--- src/rtl/periph_target_adapter.sv ---
// Interconnect-to-backend target adapter: forwards normal requests, answers atomics with an error.
// Response two cycles after a zero-wait grant; grants stall when DEPTH outstanding or an error entry is queued.
module periph_target_adapter #(
  parameter int ADDR_WIDTH = 32,
  parameter int DATA_WIDTH = 32,
  parameter int BE_WIDTH   = DATA_WIDTH/8,
  parameter int ID_WIDTH   = 16,
  parameter int DEPTH      = 4
) (
  input  logic                  clk,
  input  logic                  rst,
  input  logic                  data_req_i,
  input  logic [ADDR_WIDTH-1:0] data_add_i,
  input  logic                  data_wen_i,
  input  logic [5:0]            data_atop_i,
  input  logic [DATA_WIDTH-1:0] data_wdata_i,
  input  logic [BE_WIDTH-1:0]   data_be_i,
  input  logic [ID_WIDTH-1:0]   data_ID_i,
  output logic                  data_gnt_o,
  output logic                  data_r_valid_o,
  output logic [ID_WIDTH-1:0]   data_r_ID_o,
  output logic [DATA_WIDTH-1:0] data_r_rdata_o,
  output logic                  data_r_opc_o,
  output logic                  mem_req_o,
  output logic [ADDR_WIDTH-1:0] mem_add_o,
  output logic                  mem_wen_o,
  output logic [DATA_WIDTH-1:0] mem_wdata_o,
  output logic [BE_WIDTH-1:0]   mem_be_o,
  input  logic                  mem_gnt_i,
  input  logic                  mem_r_valid_i,
  input  logic [DATA_WIDTH-1:0] mem_r_rdata_i
);

  localparam int CNT_W = $clog2(DEPTH+1);
  localparam int PTR_W = $clog2(DEPTH);
  localparam logic [CNT_W-1:0] CNT_FULL = CNT_W'(DEPTH);
  localparam logic [PTR_W-1:0] PTR_LAST = PTR_W'(DEPTH-1);

  typedef struct packed {
    logic [ID_WIDTH-1:0] id;
    logic                err;
  } entry_t;

  entry_t           fifo_q [DEPTH];
  logic [PTR_W-1:0] wr_ptr_q;
  logic [PTR_W-1:0] rd_ptr_q;
  logic [CNT_W-1:0] count_q;

  entry_t head;
  entry_t push_entry;
  logic   fifo_empty;
  logic   err_present;
  logic   is_atomic;
  logic   push;
  logic   pop;

  assign head       = fifo_q[rd_ptr_q];
  assign fifo_empty = (count_q == '0);
  // Error entries are only pushed into an empty FIFO, so one can only ever sit at the head.
  assign err_present = ~fifo_empty & head.err;
  assign is_atomic   = (data_atop_i != 6'd0);

  assign mem_req_o   = ~rst & data_req_i & ~is_atomic & (count_q < CNT_FULL) & ~err_present;
  assign mem_add_o   = data_add_i;
  assign mem_wen_o   = data_wen_i;
  assign mem_wdata_o = data_wdata_i;
  assign mem_be_o    = data_be_i;

  always_comb begin
    data_gnt_o = 1'b0;
    if (is_atomic) begin
      data_gnt_o = ~rst & data_req_i & fifo_empty;
    end else begin
      data_gnt_o = mem_req_o & mem_gnt_i;
    end
  end

  assign push       = data_gnt_o;
  assign push_entry = '{id: data_ID_i, err: is_atomic};
  // Backend responses with nothing (or only an error entry) outstanding are dropped.
  assign pop        = ~fifo_empty & (head.err | mem_r_valid_i);

  always_ff @(posedge clk) begin
    if (push) begin
      fifo_q[wr_ptr_q] <= push_entry;
    end
  end

  always_ff @(posedge clk or posedge rst) begin
    if (rst) begin
      wr_ptr_q <= '0;
      rd_ptr_q <= '0;
      count_q  <= '0;
    end else begin
      if (push) begin
        wr_ptr_q <= (wr_ptr_q == PTR_LAST) ? '0 : wr_ptr_q + 1'b1;
      end
      if (pop) begin
        rd_ptr_q <= (rd_ptr_q == PTR_LAST) ? '0 : rd_ptr_q + 1'b1;
      end
      case ({push, pop})
        2'b10:   count_q <= count_q + 1'b1;
        2'b01:   count_q <= count_q - 1'b1;
        default: count_q <= count_q;
      endcase
    end
  end

  always_ff @(posedge clk or posedge rst) begin
    if (rst) begin
      data_r_valid_o <= 1'b0;
      data_r_ID_o    <= '0;
      data_r_rdata_o <= '0;
      data_r_opc_o   <= 1'b0;
    end else begin
      data_r_valid_o <= pop;
      if (pop) begin
        data_r_ID_o    <= head.id;
        data_r_rdata_o <= head.err ? '0 : mem_r_rdata_i;
        data_r_opc_o   <= head.err;
      end
    end
  end

endmodule

--- config.mk ---
export PLATFORM = sky130hd
export DESIGN_NAME = periph_target_adapter
export DESIGN_NICKNAME = d
export VERILOG_FILES = /design/src/rtl/periph_target_adapter.sv
export SDC_FILE = /design/constraint.sdc
export NUM_CORES = 1
export LEC_CHECK = 0
export ABC_AREA = 1
export CORE_UTILIZATION = 35
export DETAILED_ROUTE_END_ITERATION = 7
export PLACE_DENSITY = 0.68
export SLEW_MARGIN = 20
export SYNTH_ARGS = -nofsm -noshare
export SYNTH_HDL_FRONTEND = slang
export SYNTH_SLANG_ARGS = --single-unit
--- constraint.sdc ---
create_clock -name clk -period 2.2 [get_ports clk]
set_clock_uncertainty 0.2 [all_clocks]
set_input_delay 0.44 -clock clk [delete_from_list [all_inputs] [get_ports clk]]
set_output_delay 0.44 -clock clk [all_outputs]
set_load 0.01 [all_outputs]
==> impl_results.md, run 1 <==
- Top-area cell type share of the netlist area: 0.360
- Top post-synthesis cells by area: edfxtp_1 36%, dfrtp_1 25%, buf_4 9.8%, o21ai_2 4.6%, nand3_1 4.5%
- Final hold viol count: 0
- Ys flop type: edfxtp_1
- # setup viols final: 51
- TNS Setup: -0.828 ns
- Pre-CTS setup slack: -0.673 ns
- Area occupied by multi-input gates: 0.00146 mm^2
- Post-synthesis mux area share: 0
- FFs w/ async S/R, synth: 0.456
- Die Span Y: 129 um
- Mapped Area: 0.00567 mm^2
- Vias in the first global route: 4,049
- Failing checks: negative setup slack
- Commonest cells in the netlist: 74 x buf_4, 68 x edfxtp_1, 57 x dfrtp_1
- Slew @ Worst Pin: 0.542 ns
- Req. time, crit path: 2.13 ns
- Initial core utilization: 0.358
- Filler cells: 1,440
- Antenna violations before repair: 0
- Rel. slew slack: 0.639
- Fin nets: 719
- Fmax: 0.448 GHz
- Most frequent cell after synthesis: buf_4
- DR vias: 3,955
- Site Rows: 46
- Crit. End Element: register
- DIE WIDTH: 129 um
- Area grow syn2layout: 31.1%
- Largest net degree at the start of global routing: 50
- Synth area leader: edfxtp_1
- Final WL: 16.6 mm
- DR vias/cell: 4.86
- Final Worst Setup Slack: -0.0302 ns
- Drt first-iter violations: 226
- CTS tree: done
- Hold Buf Count CTS: 0
- Crit Path Class: input port to register
- Post-route DRC: 0
- Antenna fix cells: 0
- Clock Sinks: 125
- Post-Synth Adder-Cell Area: 0.0168
- Seq/Total Area, Yosys: 0.612
- Pwr/cell area: 1310 mW/mm^2
- Post-synthesis compound-gate area fraction: 0.0985
- Antenna viol nets, final: 0
- Proportion of layout cells with a drive suffix above 1: 0.219
- Placed Cells: 771
- WL/cell: 20.4 um
- CTS Buffer Depth: 2
- Initial DRT Pass Iterations: 4
- Register area: 0.00347 mm^2
- Startpoint types: input port
- Count of input and output buffers: 110
- Io pins: 249
- Max Cap Violations: 0
- Synth Area per Inst: 11.1 um^2
- Mapped Cells: 512
- Post-Synth XOR/XNOR Area: 0.00309
- Remaining global-route overflow: 0
- Post-synth EDFFs: 68
- Half-perimeter wire length after placement: 11.9 mm
- Synthesized flop and latch total: 125
- Fin. max-slew vios: 0
- Minimum clock period: 2.23 ns
- VDD IR max: 0.727 mV
- Max FO, Critical Path: 8
- WP data arrival: 2.16 ns
- Core area: 0.0158 mm^2
- Fin cells: 813
- Root buffer cell: clkbuf_16
- Total CTS buffers: 17
- H-tree levels: 4
- Synth cell types: 24
- Synth Warn #: 0
- Final period util: 1.01
- Hold WC Path Type: input port to asynchronous set/reset pin
- Standby leakage power: 0.00304 uW
- Placer congestion estimate: 0.823
- Fin Hold WS: 0.212 ns
- Largest family of logic cells by synthesized area: buffers and inverters
- Post-Syn Nets: 647
- Clock Latency Late Sink: 0.41 ns
- Synth Area in Simple Gates: 0.122
- Outcome: finished with violations
- RSZ-0062 raised after global routing: yes
- GRT Total Usage: 0.199
- Die area: 0.0167 mm^2
- First-pass GRT wire length: 24.0 mm
- Clk slew on worst S/H paths: 0.06 ns
## kinds of logic after synthesis
family,count (synthesis)
and+or+nand+nor,152
buffers and inverters,141
DFF,125
AOI/OAI and AO/OA,85
adders and majority gates,7
xor gates and xnor gates,2
## final cells by class
type,instances,share of cell area
clock inverters,13,0.0121
inverters,48,0.0249
clock buffers,19,0.0596
well taps,216,0.0364
flip-flops and latches,125,0.467
repair buffers,146,0.204
multi-input cells,246,0.197
## registers in the layout, indices dropped and copies added (netlist names)
name / count
data_r_opc_o: 1
count_q: 3
rd_ptr_q: 2
data_r_ID_o: 16
data_r_rdata_o: 32
wr_ptr_q: 2
fifo_q: 68
data_r_valid_o: 1
## what timing repair did
action,4_1_cts,5_1_grt
setup endpoints to repair,72,72
gates cloned,0,3
pin swaps,14,7
gates resized for setup,32,18
setup buffers,5,2
## worst paths after layout
path | startpoint | to | slack [ns] | cells after the start
min in group clk | data_r_opc_o | data_r_opc_o | 0.29 | 2
min | rst | rd_ptr_q[1] | 0.21 | 2
max reg2reg | count_q[1] | fifo_q[1][14] | 0.01 | 9
max | rst | fifo_q[1][14] | -0.03 | 11
min reg2reg | data_r_opc_o | data_r_opc_o | 0.29 | 2
max in group asynchronous | rst | data_r_rdata_o[23] | 1.09 | 3
## routing by layer
| layer | track usage | routed length, um | vias up |
|---|---|---|---|
| li1 | - | - | 1794 |
| met1 | 0.189 | 5280 | 1907 |
| met2 | 0.357 | 8750 | 210 |
| met3 | 0.0822 | 1760 | 44 |
| met4 | 0.125 | 785 | 0 |
| met5 | 0 | 0 | - |
## worst max-delay path: stages
cell,delay [ns]
clkdlybuf4s50_1,0.45
nor2_2,0.16
nand2_2,0.09
nor2_4,0.15
nand3_4,0.10
nand2_4,0.09
inv_4,0.04
buf_4,0.12
buf_4,0.16
nor2_4,0.16
clkbuf_16,0.19
## cells in the final DEF (no fill, tap or decap), drive strengths merged, types with 3 or more instances in the layout
cell and count:
clkdlybuf4s50 101, edfxtp 68, o21ai 68, dfrtp 57
nand3 57, inv 52, nand2 51, nor2 43
buf 35, clkbuf 22, o22ai 16, dlygate4sd2 6
ha 6, clkinv 6, clkinvlp 3
## metrics by stage
| step | total power (uW) | util | cell area, um^2 |
|---|---|---|---|
| after CTS | 9740 | 0.460 | 7280 |
| after detailed placement | 7060 | 0.421 | 6670 |
| after global placement | 6910 | 0.421 | 6670 |
| after floorplan | 5510 | - | 5670 |
| final | 9760 | 0.470 | 7430 |
| after global routing | 10400 | 0.470 | 7430 |
## where the power goes
part	internal, uW	total (uW)	leakage, uW	switching (uW)
Combinational	1760	3930	0.00144	2170
Clock	1470	2510	0.000260	1040
Sequential	3020	3320	0.00133	303
(Power assumes the default switching activity.)
==> inputs of run 2 (changes only) <==
--- a/config.mk
+++ b/config.mk
@@ -6,6 +6,7 @@
 export NUM_CORES = 1
 export LEC_CHECK = 0
 export ABC_AREA = 1
+export CORE_ASPECT_RATIO = 0.8
 export CORE_UTILIZATION = 35
 export DETAILED_ROUTE_END_ITERATION = 7
 export PLACE_DENSITY = 0.68
==> impl_results.md, run 2 (synthesis gave the netlist of run 1 again) <==
- TNS Setup: 0 ns (was -0.828 ns)
- Fin nets: 733 (was 719)
- Final Worst Setup Slack: 0.0349 ns (was -0.0302 ns)
- Switch Pwr: 3470 uW (was 3520 uW)
- Hold WC Path Type: register to register (was input port to asynchronous set/reset pin)
- Clk slew on worst S/H paths: 0.06 ns (about the same)
- Minimum clock period: 2.17 ns (was 2.23 ns)
- Final period util: 0.984 (was 1.01)
- DR vias/cell: 4.72 (was 4.86)
- Fin Hold WS: 0.286 ns (was 0.212 ns)
- WP data arrival: 2.26 ns (was 2.16 ns)
- Startpoint types: register (was input port)
- Area grow syn2layout: 30.9% (was 31.1%)
- Clock Latency Late Sink: 0.41 ns (about the same)
- # setup viols final: 0 (was 51)
- Finished Core Util: 0.470 (about the same)
- Die area: 0.0167 mm^2 (about the same)
- Drt first-iter violations: 236 (was 226)
- Pre-CTS setup slack: -0.592 ns (was -0.673 ns)
- Crit. End Element: register (unchanged)
- Initial DRT Pass Iterations: 5 (was 4)
- Vias in the first global route: 4,009 (was 4,049)
- Outcome: finished clean (was finished with violations)
- Half-perimeter wire length after placement: 12.3 mm (was 11.9 mm)
- Hold-critical path depth: 2
- DIE WIDTH: 144 um (was 129 um)
- Antenna violations before repair: 0 (unchanged)
- Slew @ Worst Pin: 0.550 ns (was 0.542 ns)
- Fin. max-slew vios: 0 (unchanged)
- Clock Sinks: 125 (unchanged)
- Largest net degree at the start of global routing: 50 (unchanged)
- Crit Path Class: register to register (was input port to register)
- Cells on worst reg2reg path: 13 (was 9)
- Fin cells: 826 (was 813)
- Max FO, Critical Path: 5 (was 8)
- Site Rows: 41 (was 46)
- RSZ-0062 raised after global routing: yes (unchanged)
- Rel. slew slack: 0.633 (was 0.639)
- Placed Cells: 783 (was 771)
- Top Registers: fifo_q: 68 flops, data_r_rdata_o: 32 flops, data_r_ID_o: 16 flops (unchanged)
- WL met1: 5.41 mm (was 5.28 mm)
- Antenna viol nets, final: 0 (unchanged)
- Total CTS buffers: 17 (unchanged)
- GRT Total Usage: 0.197 (was 0.199)
- Proportion of layout cells with a drive suffix above 1: 0.227 (was 0.219)
- Max layer used: met4 (unchanged)
- Most frequent cells in the layout: 100 x clkdlybuf4s50_1, 68 x edfxtp_1, 56 x dfrtp_1 (was 101 x clkdlybuf4s50_1, 68 x edfxtp_1, 56 x dfrtp_1)
- DR WL met3: 2.26 mm (was 1.76 mm)
- Placer congestion estimate: 0.759 (was 0.823)
- Flop pwr share: 0.340 (about the same)
- Clk pwr share: 0.250 (was 0.257)
- CTS tree: done (unchanged)
- Antenna fix cells: 0 (unchanged)
- Req. time, crit path: 2.29 ns (was 2.13 ns)
- Sw Ratio: 0.354 (was 0.360)
- Pint: 6330 uW (was 6240 uW)
- Die Span Y: 116 um (was 129 um)
- VDD IR max: 0.590 mV (was 0.727 mV)
- Io pins: 249 (unchanged)
- Initial core utilization: 0.359 (was 0.358)
- CTS Buffer Depth: 2 (unchanged)
- Max reg flops: 68 (unchanged)
- Max Cap Violations: 0 (unchanged)
- Root buffer cell: clkbuf_16 (unchanged)
- Combinational share of power: 0.410 (was 0.402)
- Fmax: 0.462 GHz (was 0.448 GHz)
- Met2 WL: 8.68 mm (was 8.75 mm)
- Core area: 0.0158 mm^2 (about the same)
- Most common cell after layout, fill and taps aside: clkdlybuf4s50_1 (unchanged)
- Remaining global-route overflow: 0 (unchanged)
- Largest Register: fifo_q (unchanged)
- Pwr/cell area: 1320 mW/mm^2 (was 1310 mW/mm^2)
- First-pass GRT wire length: 23.5 mm (was 24.0 mm)
- Final hold viol count: 0 (unchanged)
- DR vias: 3,902 (was 3,955)
- Standby leakage power: 0.00308 uW (was 0.00304 uW)
- Post-route DRC: 0 (unchanged)
- Final WL: 16.6 mm (about the same)
- H-tree levels: 4 (unchanged)
- Count of input and output buffers: 110 (unchanged)
- WL/cell: 20.1 um (was 20.4 um)
[run 2: cell types whose count changed in the layout (fill, tap and decap cells not counted), moves of 2 or more]
cell	delta
inv_4	-3
buf_12	-5
buf_4	+19
nand3_2	-2
nor2_1	+4
nor2_4	-3
nand3_4	+2
clkinv_4	+3
clkinvlp_4	-2
clkbuf_16	-2
[run 2: power by group through the flow]
| stage | Sequential, uW | Clock, uW | Combinational [uW] |
|---|---|---|---|
| after floorplan | 3510 | 0 | 1990 |
| after global placement | 3330 | 0 | 3650 |
| after detailed placement | 3370 | 0 | 3760 |
| after CTS | 3330 | 2500 | 3900 |
| after global routing | 3390 | 2620 | 4440 |
| final | 3330 | 2450 | 4020 |
[run 2: worst paths after layout]
check                                   from           endpoint  slack, ns
max in group asynchronous                rst     data_r_ID_o[5]       0.74
worst min register to register  data_r_opc_o       data_r_opc_o       0.29
worst max register to register   rd_ptr_q[0]         count_q[2]       0.03
min in group asynchronous                rst  data_r_rdata_o[2]       0.50
worst min-delay path            data_r_opc_o       data_r_opc_o       0.29
worst max-delay path             rd_ptr_q[0]         count_q[2]       0.03
[run 2: area by class of cell]
class                      count  area, um^2
clock buffer                  18         429
clock inverter                14        97.6
fill                        1454        8380
inverter                      48         183
multi-input combinational    246        1450
sequential                   125        3470
tap                          215         269
timing repair buffer         160        1530
[run 2: critical path: stages, from the launching register on]
cell and delay (ns):
dfrtp_2 0.44, inv_2 0.09, nand2_2 0.07, nand3_4 0.08, nand3_4 0.11, nand3_4 0.09, nand2_4 0.07, inv_4 0.07
ha_4 0.12, inv_2 0.04, fa_2 0.34, a21oi_2 0.11, o21ai_1 0.08, xor2_1 0.15
[run 2: through the flow]
| step | instance area [um^2] | total power (uW) |
|---|---|---|
| 2_1_floorplan | 5670 | 5510 |
| 3_3_place_gp | 6700 | 6980 |
| 3_5_place_dp | 6700 | 7130 |
| 4_1_cts | 7320 | 9730 |
| 5_1_grt | 7420 | 10400 |
| 6_report | 7420 | 9790 |
[run 2: metal layers]
metal  vias to the layer above  track usage
li1                       1826            -
met4                         0       0.0744
met5                         -            0
met1                      1879        0.194
met2                       185        0.342
met3                        12        0.116
[run 2: timing repair]
item | CTS | global route
gates cloned | 0 | 1
hold buffers | 0 | 1
buffers inserted | 7 | 2
hold endpoints to repair | 0 | 10
gates resized for setup | 32 | 15
pin swaps | 9 | 1
setup endpoints to repair | 64 | 79
==> inputs of run 3 (changes only) <==
--- a/config.mk
+++ b/config.mk
@@ -9,6 +9,7 @@
 export CORE_ASPECT_RATIO = 0.8
 export CORE_UTILIZATION = 35
 export DETAILED_ROUTE_END_ITERATION = 7
+export HOLD_SLACK_MARGIN = 0.08
 export PLACE_DENSITY = 0.68
 export SLEW_MARGIN = 20
 export SYNTH_ARGS = -nofsm -noshare
==> results of run 3 <==
Final layout, timing and power as in run 2 (identical DEF).
